**config.mk**
```make
export PLATFORM = sky130hd
export DESIGN_NAME = wrr_pkt_arbiter
export DESIGN_NICKNAME = d
export VERILOG_FILES = /design/src/rtl/wrr_pkt_arbiter.sv
export SDC_FILE = /design/constraint.sdc
export NUM_CORES = 1
export LEC_CHECK = 0
export CAP_MARGIN = 20
export CORE_ASPECT_RATIO = 1.25
export CORE_UTILIZATION = 45
export CTS_BUF_LIST = sky130_fd_sc_hd__clkbuf_4 sky130_fd_sc_hd__clkbuf_8
export CTS_CLUSTER_DIAMETER = 50
export DETAILED_ROUTE_END_ITERATION = 6
export PLACE_DENSITY = 0.82
export SYNTH_ARGS = -nofsm -noshare
export SYNTH_HDL_FRONTEND = slang
export SYNTH_SLANG_ARGS = --single-unit
```
**constraint.sdc**
```tcl
create_clock -name clk -period 3.3 [get_ports clk]
set_clock_uncertainty 0.15 [all_clocks]
set_input_delay 0.66 -clock clk [delete_from_list [all_inputs] [get_ports clk]]
set_output_delay 0.66 -clock clk [all_outputs]
set_load 0.005 [all_outputs]
```
**src/rtl/wrr_pkt_arbiter.sv**
```systemverilog
// Weighted round-robin packet arbiter: N requesters share one downstream port, grant held per packet.
// Latency: one cycle from req to registered grant; back-to-back handover on completion, no idle bubble.
// Backpressure: beat_ready low holds the current owner; only ready&last or owner req drop ends a packet.
module wrr_pkt_arbiter #(
    parameter  int N  = 4,
    parameter  int WW = 4,
    localparam int IW = $clog2(N)
) (
    input  logic            clk,
    input  logic            rst,
    input  logic [N-1:0]    req,
    input  logic [N*WW-1:0] weight,
    input  logic            beat_ready,
    input  logic            beat_last,
    output logic [N-1:0]    grant,
    output logic [IW-1:0]   grant_idx,
    output logic            grant_valid,
    output logic [WW-1:0]   credit
);

    localparam logic S_IDLE = 1'b0;
    localparam logic S_OWN  = 1'b1;

    logic          state_q,  state_d;
    logic [N-1:0]  grant_q,  grant_d;
    logic [IW-1:0] idx_q,    idx_d;
    logic [IW-1:0] ptr_q,    ptr_d;
    logic [WW-1:0] credit_q, credit_d;

    logic          owner_req;
    logic          abort;
    logic          done;
    logic          keep;

    logic [IW-1:0] base;
    logic [N-1:0]  cand;
    logic [N-1:0]  masked;
    logic [IW-1:0] win;
    logic          win_vld;
    logic [WW-1:0] win_weight;
    logic          load;

    // Completion detection for the current owner: accepted last beat, or the owner withdrew its request.
    always_comb begin
        owner_req = req[idx_q];
        abort     = (state_q == S_OWN) && !owner_req;
        done      = (state_q == S_OWN) && beat_ready && beat_last;
        keep      = done && owner_req && (credit_q > WW'(1));
    end

    // Search start and candidate set: from ptr when idle, from owner+1 on handover (aborting owner excluded).
    always_comb begin
        base = ptr_q;
        cand = req;
        if (state_q == S_OWN) begin
            base = (idx_q == IW'(N - 1)) ? '0 : idx_q + IW'(1);
            if (abort) begin
                cand[idx_q] = 1'b0;
            end
        end
    end

    // Masked/unmasked priority pick: lowest candidate at or above base, else lowest overall (the wrap).
    always_comb begin
        masked  = '0;
        win     = '0;
        win_vld = 1'b0;
        for (int i = 0; i < N; i++) begin
            masked[i] = cand[i] && (i >= int'(base));
        end
        for (int i = N - 1; i >= 0; i--) begin
            if (cand[i]) begin
                win     = IW'(i);
                win_vld = 1'b1;
            end
        end
        for (int i = N - 1; i >= 0; i--) begin
            if (masked[i]) begin
                win = IW'(i);
            end
        end
    end

    // Winner's weight; zero is promoted to one so an owner always gets at least one packet.
    always_comb begin
        win_weight = '0;
        for (int i = 0; i < N; i++) begin
            if (win == IW'(i)) begin
                win_weight = weight[i*WW +: WW];
            end
        end
        if (win_weight == '0) begin
            win_weight = WW'(1);
        end
    end

    // Next-state: idle grant, keep with credit decrement, or release with immediate re-arbitration.
    always_comb begin
        state_d  = state_q;
        grant_d  = grant_q;
        idx_d    = idx_q;
        ptr_d    = ptr_q;
        credit_d = credit_q;
        load     = 1'b0;
        if (state_q == S_IDLE) begin
            load = win_vld;
        end else if (keep) begin
            credit_d = credit_q - WW'(1);
        end else if (abort || done) begin
            ptr_d = base;
            if (win_vld) begin
                load = 1'b1;
            end else begin
                state_d  = S_IDLE;
                grant_d  = '0;
                idx_d    = '0;
                credit_d = '0;
            end
        end
        if (load) begin
            state_d      = S_OWN;
            grant_d      = '0;
            grant_d[win] = 1'b1;
            idx_d        = win;
            credit_d     = win_weight;
        end
    end

    // State registers with synchronous reset; reset drops any packet in flight.
    always_ff @(posedge clk) begin
        if (rst) begin
            state_q  <= S_IDLE;
            grant_q  <= '0;
            idx_q    <= '0;
            ptr_q    <= '0;
            credit_q <= '0;
        end else begin
            state_q  <= state_d;
            grant_q  <= grant_d;
            idx_q    <= idx_d;
            ptr_q    <= ptr_d;
            credit_q <= credit_d;
        end
    end

    assign grant       = grant_q;
    assign grant_idx   = idx_q;
    assign grant_valid = |grant_q;
    assign credit      = credit_q;

endmodule

```
==> results.py, run 1 <==
metrics = {
    "critical_path": {
        "crit_path_end": "credit[0]$_SDFFE_PP0P_",
        "r2r_end": "credit[0]$_SDFFE_PP0P_",
        "r2r-start": "grant_idx[1]$_SDFFE_PP0P_",
        "cp_max_fo": 6,
        "critPathLaunchType": "input pin",
        "end_kind": "flip-flop",
        "worstPathRequired_ps": 3310,
        "reg2reg_depth": 10,
        "cp.arrival_ps": 3080,
        "worst-r2r-setup-slack_ps": 350,
        "worstSetupPathType": "in -> reg",
        "worstSetupStartpoint": "req[0]",
    },
    "clock_tree": {
        "cts_tree": "done",
        "post_cts_buffers": 0,
        "numCtsBuffers": 3,
        "cts_buffer_depth": 2,
        "clkTransAtPathRegs_ps": 80,
        "cts_sinks": 13,
        "clock_tree.root_cell": "clkbuf_4",
        "post_cts_resized": 0,
        "postCtsHoldBufs": 0,
        "worstSkewPairLatency_ps": 290,
        "htreeDepth": 1,
    },
    "yosys": {
        "synth-seq-area-share": 0.225,
        "synth-edff-count": 0,
        "async_flop_share": 0,
        "synth_area_um2": 1160,
        "synth_nets": 178,
        "ys_types": 45,
        "ys.flop_type": "dfxtp_1",
        "syn_area_per_cell_um2": 7.82,
        "netlist_instances": 148,
        "ys_ff_latch": 13,
        "ys_warn_count": 0,
    },
    "timing": {
        "timing.final.crit_share": 0.930,
        "rsz0062_at_grt": "false",
        "period_needed_ps": 3070,
        "maxSlewHeadroom": 0.700,
        "fmax_mhz": 326,
        "hold_violations": 0,
        "slew_viol_final": 0,
        "worstMarginPinSlew_ps": 448,
        "setup_viol": 0,
        "finalWorstSetupSlack_ps": 230,
        "fin_hold_ws_ps": 379,
    },
    "route": {
        "first_pass_iters": 4,
        "num_vias": 1382,
        "drc_errors": 0,
        "wl_per_cell_um": 15.0,
        "drt-initial-drc-count": 57,
        "drt-total-wl_mm": 3.60,
        "postRouteAntennaNets": 0,
        "vias_per_cell": 5.76,
    },
    "die": {
        "core_area_um2": 2430,
        "die_h_um": 58.7,
        "fp.dieW_um": 47.4,
        "io_pins": 35,
        "dieArea_um2": 2780,
        "initial_core_util": 0.477,
        "rows": 20,
    },
    "power_and_ir_drop": {
        "seqPwrFrac": 0.282,
        "combPwrFrac": 0.563,
        "finalPower_uw": 706,
        "powerDensity_nw_per_um2": 406,
        "vdd_drop_max_mv": 0.332,
        "leakagePower_uw": 0.000695,
        "p_sw_uw": 264,
        "pwr-share-clk": 0.155,
        "p_int_uw": 442,
        "swShare": 0.374,
    },
    "finish": {
        "multi_input_area_um2": 846,
        "area_growth_pct": 50.3,
        "n_antenna_cell": 0,
        "final-seq-area_um2": 260,
        "final_net_count": 238,
        "num-fill-cells": 201,
        "final_layout_size_suffix_gt1_frac": 0.198,
    },
    "grt": {
        "first_global_vias": 1314,
        "grt_max_degree": 15,
        "grt.total_usage": 0.272,
        "grt_pass1_wl_mm": 5.44,
        "grt_overflow_total": 0,
        "antenna_found_initial": 0,
    },
    "job": {
        "maxCapViolCount": 0,
    },
    "placed_design": {
        "place.port_buffers": 34,
        "dp_slack_ps": -29.2,
        "place_congestion": 0.998,
        "hpwl_mm": 2.92,
    },
    "outcome": {
        "outcome": "complete, no violations",
    },
    "min_path": {
        "hp-class": "reg -> reg",
    },
}
-- Yosys cell counts (all sizes together) (3+ instances only) --
library cell,count,share of area
nor2,21,0.068
dfxtp,13,0.22
nand2,11,0.036
a21oi,9,0.039
inv,9,0.029
o21ai,9,0.042
nand3,7,0.030
ha,6,0.065
nor3,5,0.022
o21a,5,0.032
mux2i,4,0.035
nand3b,4,0.026
o221ai,4,0.056
a221oi,3,0.028
a22oi,3,0.019
a32oi,3,0.023
mux2,3,0.036
-- through the flow --
| step | setup TNS [ps] | area [um2] | util | instances |
|---|---|---|---|---|
| CTS | 0 | 1740 | 0.716 | 240 |
| global placement | 0 | 1710 | 0.704 | 236 |
| finish | 0 | 1740 | 0.716 | 240 |
| global route | 0 | 1740 | 0.716 | 240 |
| detailed placement | -29.2 | 1710 | 0.704 | 236 |
| floorplan | 0 | 1160 | - | 148 |
-- layout make-up --
class | count | share of cell area
Sequential cell | 13 | 0.150
Clock buffer | 4 | 0.0173
Tap cell | 33 | 0.0237
Multi-Input combinational cell | 122 | 0.486
Timing Repair Buffer | 59 | 0.304
Inverter | 9 | 0.0194
-- worst min-delay path by stage --
stage	depth (start not counted)	slack [ps]	start	endpoint
2_1_floorplan	2	330	ptr_q[0]$_SDFFE_PP0P_	ptr_q[0]$_SDFFE_PP0P_
3_3_place_gp	2	350	grant[2]$_SDFFE_PP0P_	grant[2]$_SDFFE_PP0P_
3_5_place_dp	2	360	credit[1]$_SDFFE_PP0P_	credit[1]$_SDFFE_PP0P_
4_1_cts	2	380	credit[1]$_SDFFE_PP0P_	credit[1]$_SDFFE_PP0P_
5_1_grt	2	410	credit[1]$_SDFFE_PP0P_	credit[1]$_SDFFE_PP0P_
6_report	2	380	ptr_q[0]$_SDFFE_PP0P_	ptr_q[0]$_SDFFE_PP0P_
-- logic make-up after synthesis --
group,Yosys count,share of synthesized area
AO/OA/AOI/OAI,48,0.336
XOR/XNOR,1,0.00757
adder cells (fa/ha/maj),6,0.0649
buffers and inverters,13,0.0443
flip-flops,13,0.225
multiplexers,7,0.0703
AND/OR/NAND/NOR,60,0.252
-- critical path: stages --
cell,delay [ps]
clkdlybuf4s50_1,430
mux2_4,330
o221ai_4,250
buf_4,170
o21a_1,140
o21ai_1,140
buf_4,170
o311a_1,340
a221oi_1,350
a21oi_1,100
-- per-layer routing --
layer  vias to the layer above  routed length (um)  track usage
met5                         -                   0            0
met4                         0                  90        0.122
met3                        10                 182       0.0307
met2                        49                1920        0.511
met1                       649                1400        0.284
li1                        674                   -            -
-- state kept, by name, indices dropped and copies added (netlist names) --
signal	cells
ptr_q	2
credit	4
grant	4
state_q	1
grant_idx	2
-- placed cells by master (no fill, tap or decap), drive strengths merged, types with 5 or more instances in the layout --
master,Yosys,routed
o21ai,9,9
nor2,21,21
o21a,5,5
a21oi,9,9
buf,2,25
inv,9,9
dfxtp,13,13
ha,6,6
nand3,7,7
clkdlybuf4s50,0,34
nor3,5,5
nand2,11,11
-- power groups by stage --
stage / clock network [uW] / registers [uW] / logic, uW
after floorplan: 0 / 202 / 211
after global placement: 0 / 200 / 382
after detailed placement: 0 / 202 / 391
after CTS: 109 / 199 / 396
after global routing: 114 / 201 / 432
final: 109 / 199 / 397
(Power assumes the default switching activity.)
==> run 2: changes to the inputs <==
--- a/config.mk
+++ b/config.mk
@@ -5,13 +5,13 @@
 export SDC_FILE = /design/constraint.sdc
 export NUM_CORES = 1
 export LEC_CHECK = 0
-export CAP_MARGIN = 20
+export CAP_MARGIN = 40
 export CORE_ASPECT_RATIO = 1.25
 export CORE_UTILIZATION = 45
 export CTS_BUF_LIST = sky130_fd_sc_hd__clkbuf_4 sky130_fd_sc_hd__clkbuf_8
 export CTS_CLUSTER_DIAMETER = 50
 export DETAILED_ROUTE_END_ITERATION = 6
-export PLACE_DENSITY = 0.82
+export PLACE_DENSITY = 0.77
 export SYNTH_ARGS = -nofsm -noshare
 export SYNTH_HDL_FRONTEND = slang
 export SYNTH_SLANG_ARGS = --single-unit
==> run 2 against run 1 <==
Compared with the run above:
- clock power barely moved
- core utilization fell by 0.93 points
- combinational power fell by 2%
- hold slack improved by 7.8 ps
- non-clock buffer count fell by 3
- largest cell class unchanged
==> results.py, run 2 (synthesis gave the netlist of run 1 again) <==
metrics = {
    "finish": {
        "stdcell_area_um2": 1720,
        "final_layout_size_suffix_gt1_frac": 0.186,
        "final_cell_mix": "clkdlybuf4s50_1, buf_4, nor2_1",
        "n_antenna_cell": 0,
        "finalNonFillerCells": 237,
        "final_net_count": 235,
        "final_common_cell": "clkdlybuf4s50_1",
        "area_growth_pct": 48.3,
        "num-fill-cells": 219,
    },
    "timing": {
        "period_needed_ps": 3140,
        "fmax_mhz": 318,
        "worstMarginPinSlew_ps": 464,
        "rsz0062_at_grt": "false",
        "timing.final.crit_share": 0.952,
        "setup_viol": 0,
        "slew_viol_final": 0,
        "finalWorstSetupSlack_ps": 159,
        "hold_violations": 0,
        "maxSlewHeadroom": 0.689,
    },
    "critical_path": {
        "critPathLaunchType": "input pin",
        "crit_chain": "clkdlybuf4s50_1, mux2_4, o221ai_2, a311oi_2, a221o_1, and3_1, nand2b_1, or4_1, a21oi_1",
        "worstPathRequired_ps": 3360,
        "r2r-start": "grant_idx[1]$_SDFFE_PP0P_",
        "worstSetupStartpoint": "req[0]",
        "cp_slowest_cell": "or4_1",
        "cp.arrival_ps": 3200,
        "end_kind": "flip-flop",
        "cp_max_fo": 6,
        "max_stage_delay_ps": 480,
        "worstSetupPathType": "in -> reg",
    },
    "power_and_ir_drop": {
        "swShare": 0.375,
        "leakagePower_uw": 0.000681,
        "finalPower_uw": 697,
        "seqPwrFrac": 0.286,
        "powerDensity_nw_per_um2": 406,
        "pwr-share-clk": 0.154,
        "vdd_drop_max_mv": 0.419,
        "p_sw_uw": 262,
        "p_int_uw": 435,
        "combPwrFrac": 0.560,
    },
    "die": {
        "core_area_um2": 2430,
        "io_pins": 35,
        "die_h_um": 58.7,
        "rows": 20,
        "fp.dieW_um": 47.4,
        "initial_core_util": 0.477,
        "dieArea_um2": 2780,
    },
    "clock_tree": {
        "clkTransAtPathRegs_ps": 80,
        "post_cts_buffers": 0,
        "numCtsBuffers": 3,
        "post_cts_resized": 0,
        "worstSkewPairLatency_ps": 280,
        "cts_sinks": 13,
        "cts_tree": "done",
        "htreeDepth": 1,
        "postCtsHoldBufs": 0,
        "clock_tree.root_cell": "clkbuf_4",
        "cts_buffer_depth": 2,
    },
    "placed_design": {
        "placed_cells": 233,
        "dp_slack_ps": -99.3,
        "place.port_buffers": 34,
        "place_congestion": 0.882,
        "postPlaceCellArea_um2": 1690,
        "hpwl_mm": 2.89,
    },
    "route": {
        "drt-initial-drc-count": 38,
        "wl_per_cell_um": 15.2,
        "vias_per_cell": 5.70,
        "first_pass_iters": 4,
        "postRouteAntennaNets": 0,
        "drc_errors": 0,
        "num_vias": 1352,
        "drt-total-wl_mm": 3.60,
    },
    "min_path": {
        "hp-class": "reg -> reg",
        "holdCritStartpoint": "grant[2]$_SDFFE_PP0P_",
    },
    "grt": {
        "grt_max_degree": 15,
        "antenna_found_initial": 0,
        "first_global_vias": 1381,
        "grt.total_usage": 0.300,
        "grt_pass1_wl_mm": 5.95,
        "grt_overflow_total": 0,
    },
    "outcome": {
        "outcome": "complete, no violations",
    },
    "job": {
        "maxCapViolCount": 0,
    },
}
run 2: cell types whose count changed in the layout (fill, tap and decap cells not counted), sizes merged:
cell / before / now
buf: 25 / 22
run 2: layout make-up:
| type | instances | area, um2 | area share |
|---|---|---|---|
| multi-input cells | 122 | 846 | 0.493 |
| repair buffers | 56 | 505 | 0.294 |
| flip-flops and latches | 13 | 260 | 0.152 |
| well taps | 33 | 41.3 | 0.0241 |
| inverters | 9 | 33.8 | 0.0197 |
| clock buffers | 4 | 30.0 | 0.0175 |
run 2: worst max-delay path, delay by kind of cell:
kind / cells / cell delay [ps]
AOI/OAI and AO/OA: 4 / 950
and+or+nand+nor: 3 / 840
buffers and inverters: 1 / 430
muxes: 1 / 330
run 2: power groups by stage:
stage | logic, uW | registers [uW] | clock network [uW]
after global routing | 427 | 202 | 114
final | 390 | 199 | 107
after global placement | 375 | 200 | 0
after CTS | 388 | 199 | 112
after detailed placement | 384 | 202 | 0
after floorplan | 211 | 202 | 0
run 2: worst paths after layout:
kind / endpoint / slack (ps) / depth (start not counted)
min reg2reg: grant[2]$_SDFFE_PP0P_ / 390 / 2
min: grant[2]$_SDFFE_PP0P_ / 390 / 2
max reg2reg: credit[0]$_SDFFE_PP0P_ / 270 / 10
max: credit[0]$_SDFFE_PP0P_ / 160 / 9
run 2: per-layer routing:
metal	track usage	wire length (um)
met4	0.151	78
met2	0.523	1960
met3	0.0460	109
met1	0.337	1460
met5	0	0
run 2: metrics by stage:
stage | setup TNS, ps | hold WS (ps) | utilization
3_5_place_dp | -99.3 | 370 | 0.695
4_1_cts | 0 | 390 | 0.707
2_1_floorplan | 0 | 328 | -
6_report | 0 | 387 | 0.707
3_3_place_gp | 0 | 345 | 0.695
5_1_grt | 0 | 419 | 0.707
==> run 3: changes to the inputs <==
--- a/config.mk
+++ b/config.mk
@@ -11,7 +11,9 @@
 export CTS_BUF_LIST = sky130_fd_sc_hd__clkbuf_4 sky130_fd_sc_hd__clkbuf_8
 export CTS_CLUSTER_DIAMETER = 50
 export DETAILED_ROUTE_END_ITERATION = 6
+export MAX_ROUTING_LAYER = met4
 export PLACE_DENSITY = 0.77
+export SETUP_SLACK_MARGIN = 0.3
 export SYNTH_ARGS = -nofsm -noshare
 export SYNTH_HDL_FRONTEND = slang
 export SYNTH_SLANG_ARGS = --single-unit
==> constraint.sdc (replaced) <==
create_clock -name clk -period 3.3 [get_ports clk]
set_clock_uncertainty 0.15 [all_clocks]
set_input_delay 0.33 -clock clk [delete_from_list [all_inputs] [get_ports clk]]
set_output_delay 0.33 -clock clk [all_outputs]
set_load 0.005 [all_outputs]
==> run 3 against run 2 <==
Compared with the run above:
- cell count decreased by 5.9%
- final area down 4.9%
- power fell by 4.4%
- first-iteration DRC count is 34% lower
- global-route usage down 3.3 points
- routed wire length is 9.2% lower
- highest routed layer unchanged
==> results.py, run 3 (synthesis gave the netlist of run 1 again) <==
metrics = {
    "clock_tree": {
        "htreeDepth": 1,
        "worstSkewPairLatency_ps": 270,
        "cts_buffer_depth": 2,
        "clkTransAtPathRegs_ps": 80,
        "numCtsBuffers": 3,
        "cts_sinks": 13,
        "clock_tree.root_cell": "clkbuf_4",
        "cts_tree": "done",
    },
    "route": {
        "wl_per_cell_um": 14.7,
        "postRouteAntennaNets": 0,
        "num_vias": 1314,
        "vias_per_cell": 5.89,
        "drc_errors": 0,
        "first_pass_iters": 4,
        "drt-initial-drc-count": 25,
        "drt-total-wl_mm": 3.27,
    },
    "outcome": {
        "outcome": "complete, no violations",
    },
    "power_and_ir_drop": {
        "finalPower_uw": 666,
        "combPwrFrac": 0.536,
        "powerDensity_nw_per_um2": 408,
        "leakagePower_uw": 0.000617,
        "swShare": 0.371,
        "p_int_uw": 419,
        "vdd_drop_max_mv": 0.354,
        "pwr-share-clk": 0.154,
        "p_sw_uw": 247,
        "seqPwrFrac": 0.310,
    },
    "grt": {
        "grt_pass1_wl_mm": 5.26,
        "grt_max_degree": 16,
        "grt_overflow_total": 0,
        "grtUsageMet2": 0.485,
        "antenna_found_initial": 0,
        "first_global_vias": 1295,
        "grt.total_usage": 0.267,
        "use_met1": 0.268,
        "use_met3": 0.0460,
        "top_usage_layer": "met2",
    },
    "finish": {
        "final-seq-area_um2": 265,
        "num-fill-cells": 214,
        "n_antenna_cell": 0,
        "final_common_cell": "clkdlybuf4s50_1",
        "final_net_count": 221,
        "multi_input_area_um2": 862,
        "final_layout_size_suffix_gt1_frac": 0.147,
        "final_cell_mix": "clkdlybuf4s50_1, nor2_1, nand2_1, dfxtp_1",
        "area_growth_pct": 41.1,
    },
    "critical_path": {
        "worstPathRequired_ps": 3350,
        "critPathLaunchType": "input pin",
        "cp_max_fo": 7,
        "worstSetupPathType": "in -> reg",
        "end_kind": "flip-flop",
        "r2r-start": "grant_idx[0]$_SDFFE_PP0P_",
        "r2r_end": "credit[0]$_SDFFE_PP0P_",
        "worst-r2r-setup-slack_ps": 440,
        "cp.arrival_ps": 2930,
        "reg2reg_depth": 9,
    },
    "die": {
        "io_pins": 35,
        "die_h_um": 58.7,
        "rows": 20,
        "dieArea_um2": 2780,
        "initial_core_util": 0.477,
        "core_area_um2": 2430,
        "fp.dieW_um": 47.4,
    },
    "min_path": {
        "holdPathEnd": "grant[0]$_SDFFE_PP0P_",
        "holdPathStages": 2,
        "hp-class": "reg -> reg",
        "holdCritStartpoint": "grant[0]$_SDFFE_PP0P_",
    },
    "timing": {
        "slew_viol_final": 0,
        "finalWorstSetupSlack_ps": 423,
        "final.setup.tns_ps": 0,
        "setup_viol": 0,
        "hold_violations": 0,
        "maxSlewHeadroom": 0.630,
        "timing.final.crit_share": 0.872,
        "period_needed_ps": 2880,
        "rsz0062_at_grt": "false",
        "worstMarginPinSlew_ps": 548,
        "fin_hold_ws_ps": 378,
        "fmax_mhz": 348,
    },
    "placed_design": {
        "place_congestion": 1.01,
        "dp_slack_ps": 109,
        "hpwl_mm": 2.69,
        "place.port_buffers": 34,
    },
    "job": {
        "maxCapViolCount": 0,
    },
}
## run 3: power by group through the flow
stage	Clock [uW]	Combinational (uW)	Sequential, uW
finish	103	357	206
global placement	0	333	207
global route	112	390	211
CTS	106	342	206
floorplan	0	211	202
detailed placement	0	339	209
## run 3: area by class of cell
| class | count | share of cell area |
|---|---|---|
| Clock buffer | 4 | 0.0184 |
| Inverter | 9 | 0.0207 |
| Multi-Input combinational cell | 122 | 0.528 |
| Sequential cell | 13 | 0.162 |
| Tap cell | 33 | 0.0253 |
| Timing Repair Buffer | 42 | 0.245 |
## run 3: routing by layer
layer	up-vias	part of all wire
met5	-	0
met4	0	0.024
met3	11	0.047
met2	37	0.54
met1	622	0.39
li1	644	-
## run 3: what timing repair did
item                       4_1_cts  5_1_grt
cloned                           0        0
setup buffers                    0        2
gates resized for setup          1        5
setup endpoints to repair        1        1
hold buffers                     0        0
## run 3: worst max-delay path, cell delays in order
cell	delay, ps
clkdlybuf4s50_1	470
mux2_4	350
o221ai_2	260
a311oi_2	110
a221o_1	440
and3_1	210
nand2b_1	130
or4_1	470
a21oi_1	150
## run 3: how the worst max path moves through the flow
stage,startpoint,slack (ps),endpoint
after floorplan,grant_idx[1]$_SDFFE_PP0P_,330,credit[0]$_SDFFE_PP0P_
after global placement,req[0],230,credit[0]$_SDFFE_PP0P_
after detailed placement,req[0],110,credit[0]$_SDFFE_PP0P_
after CTS,grant_idx[0]$_SDFFE_PP0P_,320,credit[0]$_SDFFE_PP0P_
after global routing,grant_idx[0]$_SDFFE_PP0P_,300,credit[0]$_SDFFE_PP0P_
final,req[0],420,credit[0]$_SDFFE_PP0P_
## run 3: metrics by stage
step / util / instances / area [um2]
2_1_floorplan: - / 148 / 1160
3_3_place_gp: 0.645 / 217 / 1570
3_5_place_dp: 0.645 / 217 / 1570
4_1_cts: 0.658 / 221 / 1600
5_1_grt: 0.673 / 223 / 1630
6_report: 0.673 / 223 / 1630
